--- src/rtl/spi_pkg.sv ---
// Shared types and constants for the SPI controller slice.
package spi_pkg;

    localparam int SPI_BYTE_W = 8;
    localparam int SPI_EDGES  = 16;

    typedef enum logic [2:0] {
        IDLE  = 3'd0,
        SETUP = 3'd1,
        XFER  = 3'd2,
        HOLD  = 3'd3,
        GAP   = 3'd4
    } spi_ctrl_state_e;

endpackage

--- src/rtl/spi_half_bit_tmr.sv ---
// Half-bit timer: emits a one-cycle tick every CLKS_PER_HALF_BIT cycles while
// enabled and returns to zero whenever it is disabled.
module spi_half_bit_tmr #(
    parameter int CLKS_PER_HALF_BIT = 2
) (
    input  logic i_clk,
    input  logic i_rst,
    input  logic i_en,
    output logic o_tick
);

    localparam int CNT_W = $clog2(CLKS_PER_HALF_BIT);
    localparam logic [CNT_W-1:0] CNT_LAST = CNT_W'(CLKS_PER_HALF_BIT - 1);

    logic [CNT_W-1:0] halfCnt_r;

    // Half-bit counter, wraps at H-1 and clears while disabled
    always_ff @(posedge i_clk) begin
        if (i_rst) begin
            halfCnt_r <= {CNT_W{1'b0}};
        end else if (!i_en) begin
            halfCnt_r <= {CNT_W{1'b0}};
        end else if (halfCnt_r == CNT_LAST) begin
            halfCnt_r <= {CNT_W{1'b0}};
        end else begin
            halfCnt_r <= halfCnt_r + CNT_W'(1);
        end
    end

    assign o_tick = i_en && (halfCnt_r == CNT_LAST);

endmodule

--- src/rtl/spi_controller.sv ---
// Mode 0 SPI controller, one byte per CS frame, MSB first.
// Optional SPI_CONTROLLER_CS_HOLD_EN: accept the next byte during HOLD and keep CS_n low.
module spi_controller
    import spi_pkg::*;
#(
    parameter int CLKS_PER_HALF_BIT = 2,
    parameter int CS_INACTIVE_CLKS  = 4
) (
    input  logic                  i_clk,
    input  logic                  i_rst,
    input  logic                  i_txDataValid,
    input  logic [SPI_BYTE_W-1:0] i_txData,
    output logic                  o_txReady,
    output logic                  o_rxDataValid,
    output logic [SPI_BYTE_W-1:0] o_rxData,
    output logic                  o_SPI_CLK,
    output logic                  o_SPI_PICO,
    output logic                  o_SPI_CS_n,
    input  logic                  i_SPI_POCI
);

    localparam int GAP_W = $clog2(CS_INACTIVE_CLKS + 1);
    localparam logic [GAP_W-1:0] GAP_LAST  = GAP_W'(CS_INACTIVE_CLKS - 1);
    localparam logic [3:0]       EDGE_LAST = 4'(SPI_EDGES - 1);
`ifdef SPI_CONTROLLER_CS_HOLD_EN
    localparam logic HOLD_READY = 1'b1;
`else
    localparam logic HOLD_READY = 1'b0;
`endif

    spi_ctrl_state_e         state_r,   state_s;
    logic [SPI_BYTE_W-2:0]   txShift_r, txShift_s;
    logic [SPI_BYTE_W-1:0]   rxShift_r, rxShift_s;
    logic [SPI_BYTE_W-1:0]   rxData_r,  rxData_s;
    logic [3:0]              edgeCnt_r, edgeCnt_s;
    logic [GAP_W-1:0]        gapCnt_r,  gapCnt_s;
    logic sclk_r, sclk_s, pico_r, pico_s, csN_r, csN_s;
    logic txReady_r, txReady_s, rxValid_r, rxValid_s;
    logic accept_s, holdAccept_s, tmrEn_s, tick_s;

    assign accept_s = i_txDataValid && txReady_r;
`ifdef SPI_CONTROLLER_CS_HOLD_EN
    assign holdAccept_s = accept_s && (state_r == HOLD);
`else
    assign holdAccept_s = 1'b0;
`endif
    // A byte taken in HOLD restarts the half-bit timing from zero
    assign tmrEn_s = ((state_r == SETUP) || (state_r == XFER) || (state_r == HOLD)) && !holdAccept_s;

    spi_half_bit_tmr #(.CLKS_PER_HALF_BIT(CLKS_PER_HALF_BIT)) u_tmr (
        .i_clk  (i_clk),
        .i_rst  (i_rst),
        .i_en   (tmrEn_s),
        .o_tick (tick_s)
    );

    // Next-state and next-output logic
    always_comb begin
        state_s   = state_r;
        txShift_s = txShift_r;
        rxShift_s = rxShift_r;
        rxData_s  = rxData_r;
        edgeCnt_s = edgeCnt_r;
        gapCnt_s  = gapCnt_r;
        sclk_s    = sclk_r;
        pico_s    = pico_r;
        csN_s     = csN_r;
        txReady_s = txReady_r;
        rxValid_s = 1'b0;
        case (state_r)
            IDLE: begin
                if (accept_s) begin
                    state_s   = SETUP;
                    txShift_s = i_txData[SPI_BYTE_W-2:0];
                    pico_s    = i_txData[SPI_BYTE_W-1];
                    csN_s     = 1'b0;
                    txReady_s = 1'b0;
                    edgeCnt_s = 4'd0;
                end else begin
                    txReady_s = 1'b1;
                end
            end
            SETUP: begin
                if (tick_s) begin
                    state_s   = XFER;
                    sclk_s    = 1'b1;
                    rxShift_s = {rxShift_r[SPI_BYTE_W-2:0], i_SPI_POCI};
                    edgeCnt_s = 4'd1;
                end else begin
                    sclk_s = 1'b0;
                end
            end
            XFER: begin
                if (!tick_s) begin
                    edgeCnt_s = edgeCnt_r;
                end else if (!edgeCnt_r[0]) begin
                    sclk_s    = 1'b1;
                    rxShift_s = {rxShift_r[SPI_BYTE_W-2:0], i_SPI_POCI};
                    edgeCnt_s = edgeCnt_r + 4'd1;
                end else if (edgeCnt_r == EDGE_LAST) begin
                    state_s   = HOLD;
                    sclk_s    = 1'b0;
                    edgeCnt_s = 4'd0;
                    rxValid_s = 1'b1;
                    rxData_s  = rxShift_r;
                    txReady_s = HOLD_READY;
                end else begin
                    sclk_s    = 1'b0;
                    pico_s    = txShift_r[SPI_BYTE_W-2];
                    txShift_s = {txShift_r[SPI_BYTE_W-3:0], 1'b0};
                    edgeCnt_s = edgeCnt_r + 4'd1;
                end
            end
            HOLD: begin
                if (holdAccept_s) begin
                    state_s   = SETUP;
                    txShift_s = i_txData[SPI_BYTE_W-2:0];
                    pico_s    = i_txData[SPI_BYTE_W-1];
                    txReady_s = 1'b0;
                end else if (tick_s) begin
                    state_s   = GAP;
                    csN_s     = 1'b1;
                    pico_s    = 1'b0;
                    txReady_s = 1'b0;
                    gapCnt_s  = {GAP_W{1'b0}};
                end else begin
                    csN_s = 1'b0;
                end
            end
            GAP: begin
                if (gapCnt_r == GAP_LAST) begin
                    state_s   = IDLE;
                    txReady_s = 1'b1;
                end else begin
                    gapCnt_s = gapCnt_r + GAP_W'(1);
                end
            end
            default: begin
                state_s   = IDLE;
                csN_s     = 1'b1;
                sclk_s    = 1'b0;
                pico_s    = 1'b0;
                txReady_s = 1'b1;
            end
        endcase
    end

    // State and output registers
    always_ff @(posedge i_clk) begin
        if (i_rst) begin
            state_r   <= IDLE;
            txShift_r <= {(SPI_BYTE_W-1){1'b0}};
            rxShift_r <= {SPI_BYTE_W{1'b0}};
            rxData_r  <= {SPI_BYTE_W{1'b0}};
            edgeCnt_r <= 4'd0;
            gapCnt_r  <= {GAP_W{1'b0}};
            sclk_r    <= 1'b0;
            pico_r    <= 1'b0;
            csN_r     <= 1'b1;
            txReady_r <= 1'b1;
            rxValid_r <= 1'b0;
        end else begin
            state_r   <= state_s;
            txShift_r <= txShift_s;
            rxShift_r <= rxShift_s;
            rxData_r  <= rxData_s;
            edgeCnt_r <= edgeCnt_s;
            gapCnt_r  <= gapCnt_s;
            sclk_r    <= sclk_s;
            pico_r    <= pico_s;
            csN_r     <= csN_s;
            txReady_r <= txReady_s;
            rxValid_r <= rxValid_s;
        end
    end

    assign o_txReady     = txReady_r;
    assign o_rxDataValid = rxValid_r;
    assign o_rxData      = rxData_r;
    assign o_SPI_CLK     = sclk_r;
    assign o_SPI_PICO    = pico_r;
    assign o_SPI_CS_n    = csN_r;

endmodule

--- config.mk ---
export PLATFORM = sky130hd
export DESIGN_NAME = spi_controller
export DESIGN_NICKNAME = d
export VERILOG_FILES = /design/src/rtl/spi_pkg.sv /design/src/rtl/spi_half_bit_tmr.sv /design/src/rtl/spi_controller.sv
export SDC_FILE = /design/constraint.sdc
export NUM_CORES = 1
export LEC_CHECK = 0
export ABC_AREA = 1
export CORE_ASPECT_RATIO = 1.25
export CORE_MARGIN = 10
export CORE_UTILIZATION = 41
export CTS_CLUSTER_DIAMETER = 100
export CTS_CLUSTER_SIZE = 16
export DETAILED_ROUTE_END_ITERATION = 10
export PLACE_DENSITY_LB_ADDON = 0.2
export SETUP_SLACK_MARGIN = 0.1
export SLEW_MARGIN = 20
export SYNTH_ARGS = -nofsm -noshare
export SYNTH_HDL_FRONTEND = slang
export SYNTH_SLANG_ARGS = --single-unit
--- constraint.sdc ---
create_clock -name i_clk -period 1.85 [get_ports i_clk]
set_input_delay 0.2775 -clock i_clk [delete_from_list [all_inputs] [get_ports i_clk]]
set_output_delay 0.2775 -clock i_clk [all_outputs]
set_load 0.01 [all_outputs]
==> key figures <==
Outcome
  – Status: completed

Logic synthesis
  – Leading area contributor after synthesis: dfxtp_1
  – Top FF cell, synth: dfxtp_1
  – Synth Area in Adders: 2.07%
  – Synth Area in Simple Gates: 37.1%
  – Asr flop ratio synth: 0%
  – Synth Area in Compound Gates: 11.6%
  – Seq/Total Area, Yosys: 43.2%
  – Yosys reg bits: 39
  – Most numerous cell in the Yosys netlist: nand2_1
  – Synthesized area per cell: 6.91 um^2
  – Synth Instances: 262
  – Top post-synthesis cells by count: nand2_1, nor2_1, dfxtp_1, a21oi_1, nand3_1
  – Combinational family with the most area after synthesis: simple AND/OR/NAND/NOR gates
  – Post-synth EDFFs: 0
  – Share of Yosys cell area claimed by the top area cell type: 43.2%
  – Post-synth cell types: 23
  – Yosys Warn Count: 0
  – Top post-synthesis cells by area: dfxtp_1, nand2_1, nor2_1, a21oi_1, nand3_1
  – Post-synthesis mux area share: 0%
  – Synth Cell Area: 1810 um^2
  – Post-Synth XOR/XNOR Area: 0%
  – Syn_nets: 277

Timing
  – Headroom to the max-slew limit: 61.0%
  – WHS: 0.468 ns
  – Worst slew pin tran: 0.585 ns
  – Fin. Hold Viols: 0
  – Fin crit share: 83.9%
  – Fmax: 0.644 GHz
  – Max Slew Vio Count: 0
  – Unrepaired setup endpoints after global routing: no
  – Clock Skew: 0.00890 ns
  – Final setup vio count: 0
  – TNS Setup: 0 ns
  – Min Clock Period, post-route: 1.55 ns

Routing
  – Vias per cell: 4.86
  – Routed WL: 4.04 mm
  – WL per Instance: 11.6 um
  – Final ANT Viol Nets: 0
  – Detailed Route Iter0 Violations: 146
  – DRC viols: 0
  – First-pass DRT Iterations: 4
  – Routed vias: 1692

Floorplanning
  – Placement Rows: 26
  – Core Region: 4160 um^2
  – Die Ht: 94.3 um
  – Die area: 7490 um^2
  – Initial Utilization: 43.4%
  – Die Span X: 79.4 um
  – Num ports: 25

Worst setup path
  – Arr. time, crit path: 1.79 ns
  – Crit Path Max Fanout: 4
  – Setup crit end kind: flop
  – CP max-delay cell: dfxtp_1
  – Worst EP required: 2.09 ns
  – Worst setup path category: flop to flop
  – Critical Path Start Type: flop
  – Slowest cell delay on critical path: 0.35 ns
  – Cell Chain, Critical Path: ha_1 -> nand2_1 -> nor2_1 -> nor2_1 -> nor2_1 -> nand2_1 -> nand2_1 -> nand2_1 -> nor2_1

GRT
  – Initial antenna violation count: 0
  – Number of global-route vias before repair: 1593
  – GRT overflow: 0
  – Largest net degree at the start of global routing: 23
  – First-pass GRT wire length: 7.04 mm
  – M1 GR Usage: 12.8%
  – Most Crowded Layer GR: met2
  – GRT Util Overall: 11.6%
  – Met2 Usage GRT: 19.7%
  – GR Layer Usage met3: 3.74%

Final layout
  – Nets: 306
  – Share of post-route cells with drive strength above 1: 11.3%
  – Ant diodes: 0
  – Fin area: 2210 um^2
  – Fillers: 464
  – Area grow syn2layout: 22.3%

Clocking
  – Cts bufs inserted: 5
  – Clock Path Buffers: 2
  – CTS Root Cell: clkbuf_8
  – CTS tree: done
  – TritonCTS Sinks: 39
  – Clock latency on the worst-skew pair: 0.30 ns
  – Clock transition at path regs: 0.08 ns
  – Htree depth: 2
  – CTS Hold Buffers Added: 0

Power and ir drop
  – Combinational power share: 46.1%
  – PD cells: 1420 nW/um^2
  – Psw: 1.36 mW
  – Reg power frac: 35.3%
  – Clock power frac: 18.6%
  – Leakage power: 0.974 nW
  – Max VDD drop: 0.665 mV
  – Internal power: 1.78 mW
  – Switching Share: 43.3%
  – Pwr Total: 3.14 mW

Min path
  – Hold Path Class: flop to flop

Placed design
  – DP HPWL: 2.92 mm
  – RePlAce Congestion: 0.838
  – Dpl cell area: 2120 um^2
  – IO Port Bufs: 24

Run
  – MaxCap Viol Count: 0
[worst paths after layout]
path                                    from         end  slack (ns)  depth (start not counted)
worst max-delay path            edgeCnt_r[1]  state_r[1]        0.30                          9
worst min-delay path               o_SPI_CLK   o_SPI_CLK        0.47                          2
worst max register to register  edgeCnt_r[1]  state_r[1]        0.30                          9
worst min register to register     o_SPI_CLK   o_SPI_CLK        0.47                          2
[critical path: cells and delay by family (launching register included)]
kind / cells / cell delay (ns)
adders and majority gates: 1 / 0.18
DFF: 1 / 0.35
and+or+nand+nor: 8 / 0.96
[flip-flops by register name, indices dropped and copies added, names as in the netlist, 3 cells and up]
| name | count |
|---|---|
| gapCnt_r | 3 |
| txShift_r | 7 |
| state_r | 3 |
| rxShift_r | 8 |
| edgeCnt_r | 4 |
| o_rxData | 8 |
[repair_timing]
action | CTS | global route
buffers inserted | 0 | 0
endpoints found under the setup margin | 0 | 7
gates resized for setup | 0 | 1
[cell type report]
cell class                 count  area, um^2  share of cell area [%]
sequential                    39         782                    35.4
clock inverter                 3        20.0                   0.905
tap                           56        70.1                    3.17
inverter                      18        67.6                    3.05
clock buffer                   5        68.8                    3.11
multi-input combinational    197         918                    41.5
timing repair buffer          30         285                    12.9
[per-stage QoR]
| step | std cells | util, % | setup slack (ns) |
|---|---|---|---|
| after detailed placement | 340 | 51.0 | 0.264 |
| after CTS | 348 | 53.1 | 0.245 |
| after global placement | 340 | 51.0 | 0.266 |
| after floorplan | 262 | - | 0.488 |
| final | 348 | 53.1 | 0.298 |
| after global routing | 348 | 53.1 | 0.119 |
[cells by family after synthesis]
family | after synthesis
adder cells (fa/ha/maj) | 3
AO/OA/AOI/OAI | 42
buffers and inverters | 26
flip-flops | 39
AND/OR/NAND/NOR | 152
[placed cells by master (no fill, tap or decap)]
cell type,count
nand4_1,2
nor2_4,3
dfxtp_2,1
nor2_2,3
nor3_1,1
buf_4,6
clkbuf_8,5
nand3_1,19
a21oi_1,19
nand2_2,5
clkinvlp_4,2
clkinv_2,1
inv_1,13
nor2_8,1
ha_1,3
nand2_1,63
dfxtp_1,38
inv_2,5
o21ai_0,16
o21ai_1,7
clkdlybuf4s50_1,24
nor4_1,1
nand4_2,1
nor2_1,53
[routing by layer]
layer	wire length [um]	vias to the layer above
li1	-	896
met1	1800	747
met2	1910	40
met3	255	9
met4	75	0
met5	0	-
[power by group through the flow]
stage / sequential [mW] / combinational [mW] / clock (mW)
2_1_floorplan: 1.12 / 1.05 / 0
3_3_place_gp: 1.12 / 1.45 / 0
3_5_place_dp: 1.12 / 1.45 / 0
4_1_cts: 1.11 / 1.46 / 0.595
5_1_grt: 1.13 / 1.66 / 0.636
6_report: 1.11 / 1.45 / 0.582
No activity file was read; power rests on OpenSTA's default activity.
